## src/rtl/spi_pkg.sv

```systemverilog
// Shared types and constants for the SPI register-access controller.
// Latency: n/a (types only).
// Backpressure: n/a (types only).
package spi_pkg;

  // Transaction framing states.
  typedef enum logic [1:0] {
    IDLE = 2'd0,
    CMD  = 2'd1,
    WR   = 2'd2,
    RD   = 2'd3
  } spi_state_t;

  // Bit of the command byte selecting write (1) or read (0).
  localparam int CMD_WRITE_BIT = 7;

  // Register pointer / address width; the pointer wraps at 2**ADDR_W.
  localparam int ADDR_W = 7;

endpackage

```

## src/rtl/spi_regbank.sv

```systemverilog
// NREGS x 8-bit configuration register array, single write port, combinational read port.
// Latency: write lands one cycle after we_i; read is combinational.
// Backpressure: none; always accepts writes, out-of-range accesses are harmless.
//
// Ports:
//   clk, rst        clock and async active-low reset (regs -> RST_VAL)
//   we_i/waddr_i/wdata_i   write port; out-of-range addresses are ignored
//   raddr_i/rdata_o        read port; out-of-range addresses read as 8'h00
//   regs_o          flattened register bank, reg k at [8k+7:8k]
module spi_regbank
  import spi_pkg::*;
#(
  parameter int         NREGS   = 8,
  parameter logic [7:0] RST_VAL = 8'h00
) (
  input  logic                 clk,
  input  logic                 rst,
  input  logic                 we_i,
  input  logic [ADDR_W-1:0]    waddr_i,
  input  logic [7:0]           wdata_i,
  input  logic [ADDR_W-1:0]    raddr_i,
  output logic [7:0]           rdata_o,
  output logic [8*NREGS-1:0]   regs_o
);

  logic [7:0] mem_q [NREGS];

  // Address decode by comparison keeps index widths independent of NREGS
  // and makes out-of-range addresses fall through naturally.
  always_ff @(posedge clk or negedge rst) begin
    if (!rst) begin
      for (int k = 0; k < NREGS; k++) begin
        mem_q[k] <= RST_VAL;
      end
    end else if (we_i) begin
      for (int k = 0; k < NREGS; k++) begin
        if (waddr_i == ADDR_W'(k)) begin
          mem_q[k] <= wdata_i;
        end
      end
    end
  end

  always_comb begin
    rdata_o = 8'h00;
    for (int k = 0; k < NREGS; k++) begin
      if (raddr_i == ADDR_W'(k)) begin
        rdata_o = mem_q[k];
      end
    end
  end

  for (genvar g = 0; g < NREGS; g++) begin : g_flat
    assign regs_o[8*g +: 8] = mem_q[g];
  end

endmodule

```

## src/rtl/spi_reg_ctrl.sv

```systemverilog
// Frames ss-delimited SPI byte streams into {rw,addr} command + auto-incrementing register accesses.
// Latency: write strobe / regs_o update and next read byte on spi_dout one cycle after spi_done.
// Backpressure: none; accepts one byte per cycle, ss=1 aborts and drops a coincident byte.
//
// Ports:
//   clk, rst            clock and async active-low reset
//   ss                  slave select (1 = idle/abort), synchronous to clk
//   spi_din/spi_done    received byte and its 1-cycle valid pulse
//   spi_dout            byte the shifter transmits next
//   status_i            status byte returned while the command byte shifts
//   regs_o              flattened register bank
//   wr_stb/wr_addr/wr_data  committed-write notification
//   busy                high while a transaction is framed
module spi_reg_ctrl
  import spi_pkg::*;
#(
  parameter int         NREGS   = 8,
  parameter logic [7:0] RST_VAL = 8'h00
) (
  input  logic                 clk,
  input  logic                 rst,
  input  logic                 ss,
  input  logic [7:0]           spi_din,
  input  logic                 spi_done,
  output logic [7:0]           spi_dout,
  input  logic [7:0]           status_i,
  output logic [8*NREGS-1:0]   regs_o,
  output logic                 wr_stb,
  output logic [ADDR_W-1:0]    wr_addr,
  output logic [7:0]           wr_data,
  output logic                 busy
);

  localparam logic [ADDR_W-1:0] NREGS_A = ADDR_W'(NREGS);
  localparam logic [ADDR_W-1:0] ONE_A   = ADDR_W'(1);

  spi_state_t        state_q, state_d;
  logic [ADDR_W-1:0] ptr_q, ptr_d;
  logic [7:0]        dout_q, dout_d;
  logic              wr_stb_q, wr_stb_d;
  logic [ADDR_W-1:0] wr_addr_q, wr_addr_d;
  logic [7:0]        wr_data_q, wr_data_d;
  logic              busy_q;

  logic              byte_vld;
  logic              ptr_in_range;
  logic              bank_we;
  logic [ADDR_W-1:0] rd_addr;
  logic [7:0]        rd_data;

  // A byte arriving together with ss=1 belongs to an aborted transaction.
  assign byte_vld     = spi_done && !ss;
  assign ptr_in_range = (ptr_q < NREGS_A);

  spi_regbank #(
    .NREGS   (NREGS),
    .RST_VAL (RST_VAL)
  ) u_regbank (
    .clk     (clk),
    .rst     (rst),
    .we_i    (bank_we),
    .waddr_i (ptr_q),
    .wdata_i (spi_din),
    .raddr_i (rd_addr),
    .rdata_o (rd_data),
    .regs_o  (regs_o)
  );

  always_ff @(posedge clk or negedge rst) begin
    if (!rst) begin
      state_q   <= IDLE;
      ptr_q     <= '0;
      dout_q    <= 8'h00;
      wr_stb_q  <= 1'b0;
      wr_addr_q <= '0;
      wr_data_q <= 8'h00;
      busy_q    <= 1'b0;
    end else begin
      state_q   <= state_d;
      ptr_q     <= ptr_d;
      dout_q    <= dout_d;
      wr_stb_q  <= wr_stb_d;
      wr_addr_q <= wr_addr_d;
      wr_data_q <= wr_data_d;
      busy_q    <= (state_d != IDLE);
    end
  end

  always_comb begin
    state_d   = state_q;
    ptr_d     = ptr_q;
    dout_d    = dout_q;
    wr_stb_d  = 1'b0;
    wr_addr_d = wr_addr_q;
    wr_data_d = wr_data_q;
    bank_we   = 1'b0;
    // Single read port: the pre-fetch for the next read byte normally
    // targets ptr+1; during the command byte it looks up the new address.
    rd_addr   = ptr_q + ONE_A;

    unique case (state_q)
      IDLE: begin
        dout_d = status_i;
        if (!ss) begin
          state_d = CMD;
        end
      end

      CMD: begin
        dout_d  = status_i;
        rd_addr = spi_din[ADDR_W-1:0];
        if (byte_vld) begin
          ptr_d = spi_din[ADDR_W-1:0];
          if (spi_din[CMD_WRITE_BIT]) begin
            state_d = WR;
            dout_d  = 8'h00;
          end else begin
            state_d = RD;
            dout_d  = rd_data;
          end
        end
      end

      WR: begin
        dout_d = 8'h00;
        if (byte_vld) begin
          if (ptr_in_range) begin
            bank_we   = 1'b1;
            wr_stb_d  = 1'b1;
            wr_addr_d = ptr_q;
            wr_data_d = spi_din;
          end
          ptr_d = ptr_q + ONE_A;
        end
      end

      RD: begin
        if (byte_vld) begin
          ptr_d  = ptr_q + ONE_A;
          dout_d = rd_data;
        end
      end

      default: begin
        state_d = IDLE;
      end
    endcase

    // Deselect overrides every state transition.
    if (ss) begin
      state_d = IDLE;
    end
  end

  assign spi_dout = dout_q;
  assign wr_stb   = wr_stb_q;
  assign wr_addr  = wr_addr_q;
  assign wr_data  = wr_data_q;
  assign busy     = busy_q;

endmodule

```

## config.mk

```make
export PLATFORM = sky130hd
export DESIGN_NAME = spi_reg_ctrl
export DESIGN_NICKNAME = d
export VERILOG_FILES = /design/src/rtl/spi_pkg.sv /design/src/rtl/spi_regbank.sv /design/src/rtl/spi_reg_ctrl.sv
export SDC_FILE = /design/constraint.sdc
export NUM_CORES = 1
export LEC_CHECK = 0
export ABC_AREA = 1
export CORE_ASPECT_RATIO = 1.1
export CORE_UTILIZATION = 54
export CTS_CLUSTER_SIZE = 8
export DETAILED_ROUTE_END_ITERATION = 12
export PLACE_DENSITY = 0.86
export SLEW_MARGIN = 20
export SYNTH_ARGS = -nofsm -noshare
export SYNTH_HDL_FRONTEND = slang
export SYNTH_SLANG_ARGS = --single-unit
```

## constraint.sdc

```tcl
create_clock -name clk -period 3.52 [get_ports clk]
set_input_delay 0.88 -clock clk [delete_from_list [all_inputs] [get_ports clk]]
set_output_delay 0.88 -clock clk [all_outputs]
set_load 0.1 [all_outputs]
```

# --- Word level (Yosys, flattened, before mapping) ---
# Cells that the tools add are included.
word_totals:
  reg_bits: 98
  latchBits: 0
  ram_bits: 0
  romBits: 0
  output_inout_bits: 89
  wordCells: 78
  mem_count: 0
classes:
  n_addsub: 1
  multipliers: 0
  n_div: 0
  n_lt_le_gt_ge: 1
  eq_ne: 20
  shift: 0
  muxes: 23
  bitwise: 0
  reduce_logical: 18
op_table:
  columns: ["op", "count"]
  rows:
  - ["$mux W8", 11]
  - ["$eq A7 B3 Y1 const B", 8]
  - ["$pmux W8 S4", 1]
  - ["$eq A7 B2 Y1 const B", 4]
  - ["$mux W7", 3]
  - ["$reduce_and A2 Y1", 8]
  - ["$eq A7 B1 Y1 const B", 2]
  - ["$logic_not A7 Y1", 2]
  - ["$pmux W7 S2", 1]
  - ["$add A7 B1 Y7 const B", 1]
  - ["$lt A7 B4 Y1 const B", 1]
  - ["$reduce_and A3 Y1", 2]
  - ["$eq A2 B2 Y1 const B", 2]
  - ["$mux W1", 4]
  - ["$mux W2", 2]
  - ["$ne A2 B2 Y1 const B", 2]
  - ["$pmux W2 S2", 1]
  - ["$reduce_bool A2 Y1", 2]
  - ["$eq A2 B1 Y1 const B", 1]
  - ["$logic_not A2 Y1", 1]
  - ["$ne A2 B1 Y1 const B", 1]
  - ["$reduce_or A2 Y1", 1]
  - ["$logic_and A1 B1 Y1", 1]
  - ["$logic_not A1 Y1", 1]

# --- Depth between registers and ports, before layout ---
# Gate-level depths: netlist of the first run.
logic_depth:
  ltp_word: 14
  depth_mapped: 18
  depth_no_buf: 17

# --- By module ---
# A second synthesis of the first run with hierarchy kept.
unflattened:
  cells_unflattened: 588
  hier_area_um2: 4883.4
by_module_without_submodules:
  columns: ["module", "instances", "cells_each", "area_each_um2", "seq_area_each_um2"]
  rows:
  - ["spi_regbank", 1, 360, 3124.2, 1601.5]
  - ["spi_reg_ctrl", 1, 228, 1759.2, 850.8]

# --- Worst setup path before layout of the first run ---
# Ideal clock, no wire load.
synth_timing:
  path_kind: "input to register"
  start: "input ss"
  end: "register u_regbank.mem_q (netlist bit u_regbank.regs_o[29])"
  setup_ns: 0.118
  arrival_time_ns: 2.155
  slack_ns: 1.247
  path_stages: 9
  n_path_buf: 1
  cell_sequence: "inv_1 -> nand2_1 -> nor4_4 -> inv_1 -> nor3_4 -> buf_2 -> nor2_1 -> a21oi_1 -> inv_1"
synth_via:
  elab_chain_len: 5
synth_rtl:
  columns: ["item", "line_no", "text"]
  rows:
  - ["start, declared", "spi_reg_ctrl.sv:22", "input logic ss,"]
  - ["$logic_not A1 Y1", null, null]
  - ["$logic_and A1 B1 Y1", "spi_reg_ctrl.sv:52", "assign byte_vld = spi_done && !ss;"]
  - ["$mux W1", "spi_reg_ctrl.sv:126", "if (byte_vld) begin"]
  - ["$mux W1", "spi_reg_ctrl.sv:101", "unique case (state_q)"]
  - ["$reduce_and A2 Y1 (no source line)", null, null]
  - ["end signal, assigned by index", "spi_regbank.sv:38", "mem_q[k] <= wdata_i;"]
  - ["end, declared", "spi_regbank.sv:26", "logic [7:0] mem_q [NREGS];"]
# Every way passes these cells.
# A chain may end at the register's enable or synchronous reset.

# --- Worst setup path in the final report of the first run ---
layout_timing:
  start: "register state_q[1]"
  end: "register dout_q[3], in the netlist spi_dout[3]"
layout_via:
  elab_chain_len: 14
  word_cells_on_any_way: 26
  classes_between: "eq/ne (11); mux (13); reduce/logical (2)"
layout_rtl:
  columns: ["item", "line_no", "text"]
  rows:
  - ["start, declared", "spi_reg_ctrl.sv:37", "spi_state_t state_q, state_d;"]
  - ["start signal, assigned", "spi_reg_ctrl.sv:79", "state_q <= state_d;"]
  - ["$eq A2 B1 Y1", "spi_reg_ctrl.sv:101", null]
  - ["$mux W7", "spi_reg_ctrl.sv:101", null]
  - ["$logic_not A7 Y1", "spi_regbank.sv:47", "if (raddr_i == ADDR_W'(k)) begin"]
  - ["$mux W8 (8 in series)", "spi_regbank.sv:47", null]
  - ["$mux W8", "spi_reg_ctrl.sv:114", "if (spi_din[CMD_WRITE_BIT]) begin"]
  - ["$mux W8", "spi_reg_ctrl.sv:112", "if (byte_vld) begin"]
  - ["$pmux W8 S4", "spi_reg_ctrl.sv:101", null]
  - ["end signal, assigned", "spi_reg_ctrl.sv:81", "dout_q <= dout_d;"]
  - ["end, declared", "spi_reg_ctrl.sv:39", "logic [7:0] dout_q, dout_d;"]
# Several ways; a longest one is shown, not always the timed one. The select of a mux whose other input is x is not followed.

==> key figures, run 1 <==
Placed design
  • Post-place setup slack: 0.407 ns
  • GP Congestion: 0.967
  • IO buf count: 108
  • HPWL after DPL: 9.99 mm

Pwr
  • Overall Power: 0.00306 W
  • Comb pwr share: 33.5%
  • Cell Int Power: 0.00176 W
  • Power per standard cell area: 519 nW/µm²
  • Sw Share: 42.6%
  • Psw: 0.00130 W
  • Maximum vdd ir drop: 0.000346 V
  • Sequential Power Share: 42.2%
  • Clock power frac: 24.3%
  • Leak Pwr: 3.04 nW

Critical path
  • Crit path cell chain: inv_2 > nand2_2 > nand2_1 > nor2_1 > nand2_1 > nand2_2 > nand3_1 > inv_2 > nand2_1 > nand4_1 > nand2_1 > nand2_1 > nand2_1 > a21oi_1
  • Crit end category: flip-flop
  • Crit start category: flip-flop
  • Worst path arrival time: 3.14 ns
  • Crit-path max FO: 24
  • Cell repeated most along the worst path: nand2_1
  • Worst EP required: 3.80 ns
  • Top delay family on crit path: simple AND/OR/NAND/NOR gates
  • CP bufs+invs: 2
  • Setup CP Type: flip-flop to flip-flop
  • Slowest-stage cell, CP: dfrtp_1
  • Largest stage delay on the critical path: 0.68 ns

STA
  • Final Skew: 0.00972 ns
  • Final Hold Vio Count: 0
  • Final TNS setup: 0 ns
  • Max Clock Freq: 0.350 GHz
  • Setup slack after layout: 0.666 ns
  • Tcrit/Tclk final: 81.1%
  • Worst slew pin tran: 0.580 ns
  • Fin. max-slew vios: 0
  • Slew margin rel.: 61.2%
  • RSZ-0062 raised after global routing: no
  • Final setup viols: 0
  • Final min period: 2.85 ns

Clock network
  • Total CTS buffers: 9
  • Clock root buffer: clkbuf_8
  • Clock sinks: 98
  • Max clock buf depth: 2
  • Hold Buf Count CTS: 0
  • Clk_lat worst skew: 0.37 ns
  • H-tree levels: 3
  • Post-CTS Resized: 0
  • Post-CTS Setup Bufs: 0
  • CTS tree: done
  • Clock-pin slew on the worst setup and hold paths: 0.10 ns

Floorplan
  • I/O pin total: 109
  • Initial Util: 56.1%
  • Die ar.: 9110 µm²
  • Row cnt: 35
  • Core Footprint: 8410 µm²
  • Die Span Y: 100 µm
  • Die width: 91.1 µm

Logic synthesis
  • Avg Cell Area, Syn: 7.99 µm²
  • Syn nets: 614
  • Yosys reg bits: 98
  • Cell count after synthesis: 590
  • Part of the Yosys area used for sequential elements: 52.0%
  • Synth cell types: 31
  • Ys Warns: 0
  • Synthesized area: 4710 µm²

Global routing
  • Global-route wire length before repair: 22.2 mm
  • Number of global-route vias before repair: 4202
  • Largest net degree at the start of global routing: 58
  • GRT Util Overall: 32.0%
  • Initial antenna violation count: 0
  • Congestion Overflow GR: 0

Layout
  • Share of layout cells above drive strength 1: 19.4%
  • Most common cell after layout, fill and taps aside: nand2_1
  • Most frequent cells in the layout: nand2_1 (156), dfrtp_1 (98), buf_4 (97)
  • Area grow syn2layout: 25.2%
  • Nets: 725
  • Final core occ: 70.2%
  • Number of diodes: 0

Route
  • Detailed-route vias per instance: 5.57
  • Routed WL per cell: 16.8 µm
  • DRT Pass-1 Iters: 5
  • Routed WL: 13.7 mm
  • Vias: 4550
  • Antenna Nets Post-Route: 0
  • Drc violations: 0
  • Number of DRC markers in iteration 0: 400

Min path
  • Hold WC Path Type: input port to asynchronous set/reset pin

Outcome
  • Run status: finished, final reports clean

Run
  • Max-cap violations: 0
==> per-stage QoR <==
| step | hold slack [ns] | instances | area [µm²] |
|---|---|---|---|
| after floorplan | 0.541 | 590 | 4710 |
| after global placement | 0.474 | 801 | 5710 |
| after detailed placement | 0.479 | 801 | 5710 |
| after CTS | 0.487 | 817 | 5900 |
| after global routing | 0.516 | 817 | 5900 |
| final | 0.477 | 817 | 5900 |
==> layer usage <==
layer  track usage [%]  vias to the layer above  wire length, µm
li1                  -                     2131                -
met1              46.9                     2180             5720
met2              49.4                      209             6590
met3              3.41                       30             1050
met4              12.9                        0              361
met5                 0                        -                0
==> worst register-to-register path, stage by stage, from the launching register on <==
cell     delay [ns]
dfrtp_1        0.68
inv_2          0.23
nand2_2        0.24
nand2_1        0.09
nor2_1         0.10
nand2_1        0.11
nand2_2        0.38
nand3_1        0.23
inv_2          0.18
nand2_1        0.08
nand4_1        0.10
nand2_1        0.07
nand2_1        0.07
nand2_1        0.06
a21oi_1        0.16
==> registers in the layout (all words and copies together), names as in the netlist <==
register          cells
ptr_q                 7
wr_addr               7
state_q               2
wr_stb                1
u_regbank.regs_o     64
wr_data               8
busy                  1
spi_dout              8
==> Yosys cell counts <==
master | count | area [µm²]
nor2_1 | 45 | 169
o21ai_1 | 2 | 10.0
a31oi_1 | 1 | 6.26
clkbuf_1 | 11 | 41.3
nand2_2 | 7 | 43.8
inv_1 | 74 | 278
dfrtp_1 | 98 | 2450
a21oi_1 | 20 | 100
o21ai_0 | 86 | 430
o211ai_1 | 9 | 67.6
nor2_2 | 2 | 12.5
o22ai_1 | 4 | 25.0
o21bai_1 | 1 | 7.51
nand4_1 | 8 | 50.1
nor2_4 | 1 | 11.3
nor4_2 | 1 | 12.5
a21oi_2 | 1 | 8.76
buf_6 | 1 | 11.3
nand2_1 | 156 | 586
o311ai_0 | 1 | 8.76
or2_2 | 2 | 12.5
nand3_2 | 3 | 30.0
ha_1 | 4 | 50.1
buf_2 | 4 | 20.0
nor3_4 | 1 | 16.3
nor3_1 | 6 | 30.0
inv_2 | 5 | 18.8
nor4_4 | 1 | 21.3
mux2i_1 | 2 | 20.0
nand3_1 | 32 | 160
clkinv_1 | 1 | 3.75
==> final timing paths <==
path	start	end	slack, ns	cells past startpoint
max	state_q[1]	spi_dout[3]	0.67	14
min	rst	u_regbank.regs_o[53]	0.48	1
max reg2reg	state_q[1]	spi_dout[3]	0.67	14
min reg2reg	wr_data[3]	wr_data[3]	0.49	2
max in group asynchronous	rst	u_regbank.regs_o[27]	2.35	2
min in group clk	wr_data[3]	wr_data[3]	0.49	2
==> layout make-up <==
type                    count  area (µm²)
clock buffers              10         128
fillers                   711        2510
inverters                  80         300
well taps                 111         139
clock inverters             6        65.1
flip-flops and latches     98        2450
multi-input cells         396        1890
repair buffers            116         928
==> power by group through the flow <==
stage	Clock, W	Combinational [W]	Sequential, W
2_1_floorplan	0	0.000305	0.00176
3_3_place_gp	0	0.00101	0.00131
3_5_place_dp	0	0.00102	0.00131
4_1_cts	0.000746	0.00102	0.00129
5_1_grt	0.000786	0.00109	0.00130
6_report	0.000744	0.00103	0.00129
==> cell families after synthesis <==
family / share of synthesized area, %
AOI/OAI and AO/OA: 14.1
adders and majority gates: 1.06
buffers and inverters: 7.91
DFF: 52.0
muxes: 0.425
and+or+nand+nor: 24.5
No activity file was read; power rests on OpenSTA's default activity.
==> run 2: changes to the inputs <==
- CORE_UTILIZATION: 54 -> 50
- PLACE_DENSITY: 0.86 -> 0.81
- clock period: 3.52 -> 3 ns (I/O delays scaled with it)
==> key figures, run 2 (synthesized netlist as in run 1, its figures left out) <==
Clock network
  • Clock sinks: 98
  • CTS tree: done
  • Clock root buffer: clkbuf_8
  • Clk_lat worst skew: 0.38 ns
  • Post-CTS Resized: 0
  • Total CTS buffers: 9
  • Clock-pin slew on the worst setup and hold paths: 0.10 ns
  • Max clock buf depth: 2
  • Hold Buf Count CTS: 0
  • H-tree levels: 3
  • Post-CTS Setup Bufs: 0

Pwr
  • Leak Pwr: 3.09 nW
  • Maximum vdd ir drop: 0.000388 V
  • Sequential Power Share: 41.9%
  • Cell Int Power: 0.00209 W
  • Psw: 0.00152 W
  • Sw Share: 42.1%
  • Comb pwr share: 33.8%
  • Overall Power: 0.00361 W
  • Power per standard cell area: 603 nW/µm²
  • Clock power frac: 24.3%

Critical path
  • RR Endpoint: spi_dout[4]
  • Top delay family on crit path: simple AND/OR/NAND/NOR gates
  • Largest stage delay on the critical path: 0.45 ns
  • Crit path cell chain: ha_1 > nand2_2 > inv_1 > nand2_1 > nand2_1 > nand2_1 > nor2_1 > nand2_1 > nand2_2 > nand3_2 > o21ai_0 > inv_1 > nand2_1 > nand2_1 > nand3_1 > nand2_1 > a21oi_2
  • Crit-path max FO: 15
  • CP bufs+invs: 2
  • Worst EP required: 3.30 ns
  • Flop-to-flop setup slack: 0.42 ns
  • Cell repeated most along the worst path: nand2_1
  • Crit start category: flip-flop
  • Setup CP Type: flip-flop to flip-flop
  • Reg2reg path depth: 17
  • Worst path arrival time: 2.88 ns
  • R2r startpoint: ptr_q[0]
  • Crit end category: flip-flop
  • Slowest-stage cell, CP: dfrtp_1

Floorplan
  • Row cnt: 36
  • Die ar.: 9820 µm²
  • Initial Util: 52.3%
  • Die width: 94.6 µm
  • I/O pin total: 109
  • Core Footprint: 9010 µm²
  • Die Span Y: 104 µm

Placed design
  • Post-place setup slack: 0.176 ns
  • IO buf count: 108
  • GP Congestion: 1.02
  • Placed Cells incl. Taps: 815
  • HPWL after DPL: 10.3 mm
  • Post-DP Area: 5800 µm²

Global routing
  • M3 GR Usage: 5.95%
  • Global-route wire length before repair: 22.3 mm
  • Initial antenna violation count: 0
  • Met1 Usage GRT: 40.1%
  • Top Usage Layer GRT: met2
  • Congestion Overflow GR: 0
  • GRT Util Overall: 30.0%
  • GR Util met2: 47.9%
  • Largest net degree at the start of global routing: 80
  • Number of global-route vias before repair: 4319

Layout
  • Number of filler cells placed in the layout: 758
  • Register area: 2450 µm²
  • Number of flip-flops in the largest register: 64
  • Number of diodes: 0
  • Area grow syn2layout: 27.2%
  • Share of layout cells above drive strength 1: 20.7%
  • Nets: 736
  • Most common cell after layout, fill and taps aside: nand2_1
  • Design area: 6000 µm²
  • Multi-input gate area: 1890 µm²
  • Most frequent cells in the layout: nand2_1 (156), buf_4 (108), dfrtp_1 (98)
  • Layout Cells excl Fill: 830

STA
  • RSZ-0062 raised after global routing: no
  • Final Skew: 0.0165 ns
  • Tcrit/Tclk final: 85.9%
  • Final TNS setup: 0 ns
  • Final Hold Vio Count: 0
  • Fin. max-slew vios: 0
  • Final min period: 2.58 ns
  • Setup slack after layout: 0.424 ns
  • Worst slew pin tran: 0.583 ns
  • Max Clock Freq: 0.388 GHz
  • Slew margin rel.: 61.0%
  • Final setup viols: 0

Outcome
  • Run status: finished, final reports clean

Route
  • Antenna Nets Post-Route: 0
  • Routed WL: 14.0 mm
  • Detailed-route vias per instance: 5.50
  • Number of DRC markers in iteration 0: 443
  • Routed WL per cell: 16.8 µm
  • DRT Pass-1 Iters: 5
  • Drc violations: 0
  • Vias: 4562

Min path
  • Hold WC Path Type: input port to asynchronous set/reset pin

Run
  • Max-cap violations: 0
[run 2: cell types whose count changed in the layout (fill, tap and decap cells not counted), sizes merged]
cell and delta:
buf +11, clkinv -2, clkinvlp +1
[run 2: power by group through the flow]
stage / clock (W) / combinational [W] / sequential, W
after global placement: 0 / 0.00120 / 0.00153
after CTS: 0.000886 / 0.00122 / 0.00151
final: 0.000880 / 0.00122 / 0.00151
after floorplan: 0 / 0.000357 / 0.00207
after global routing: 0.000937 / 0.00130 / 0.00153
after detailed placement: 0 / 0.00121 / 0.00153
[run 2: per-stage QoR]
stage                     utilization (%)  hold slack (ns)
after floorplan                         -            0.454
after global placement               64.3            0.474
after detailed placement             64.3            0.485
after CTS                            66.6            0.255
after global routing                 66.6            0.267
final                                66.6            0.244
[run 2: worst max-delay path by stage]
stage	from	end	slack, ns	cells after the start
6_report	ptr_q[0]	spi_dout[4]	0.42	17
5_1_grt	ptr_q[0]	spi_dout[5]	0.14	14
4_1_cts	ptr_q[0]	spi_dout[4]	0.54	17
3_5_place_dp	ss	u_regbank.regs_o[27]	0.18	8
3_3_place_gp	ss	u_regbank.regs_o[27]	0.22	8
2_1_floorplan	ss	u_regbank.regs_o[29]	0.86	9
[run 2: final cells by class]
| cell class | instances | area share [%] |
|---|---|---|
| Sequential cell | 98 | 40.9 |
| Clock inverter | 5 | 1.04 |
| Timing Repair Buffer | 127 | 16.9 |
| Tap cell | 114 | 2.38 |
| Clock buffer | 10 | 2.30 |
| Multi-Input combinational cell | 396 | 31.5 |
| Inverter | 80 | 5.01 |
[run 2: metal layers]
layer	part of all wire [%]	routed length, µm
met1	40	5640
met2	48	6660
met3	8.6	1200
met4	3.3	454
met5	0	0
[run 2: worst register-to-register path, delay by kind of cell, from the launching register on]
family                     cells  cell delay, ns
and+or+nand+nor               12            1.33
buffers and inverters          2            0.17
DFF                            1            0.45
adders and majority gates      1            0.24
AOI/OAI and AO/OA              2            0.33
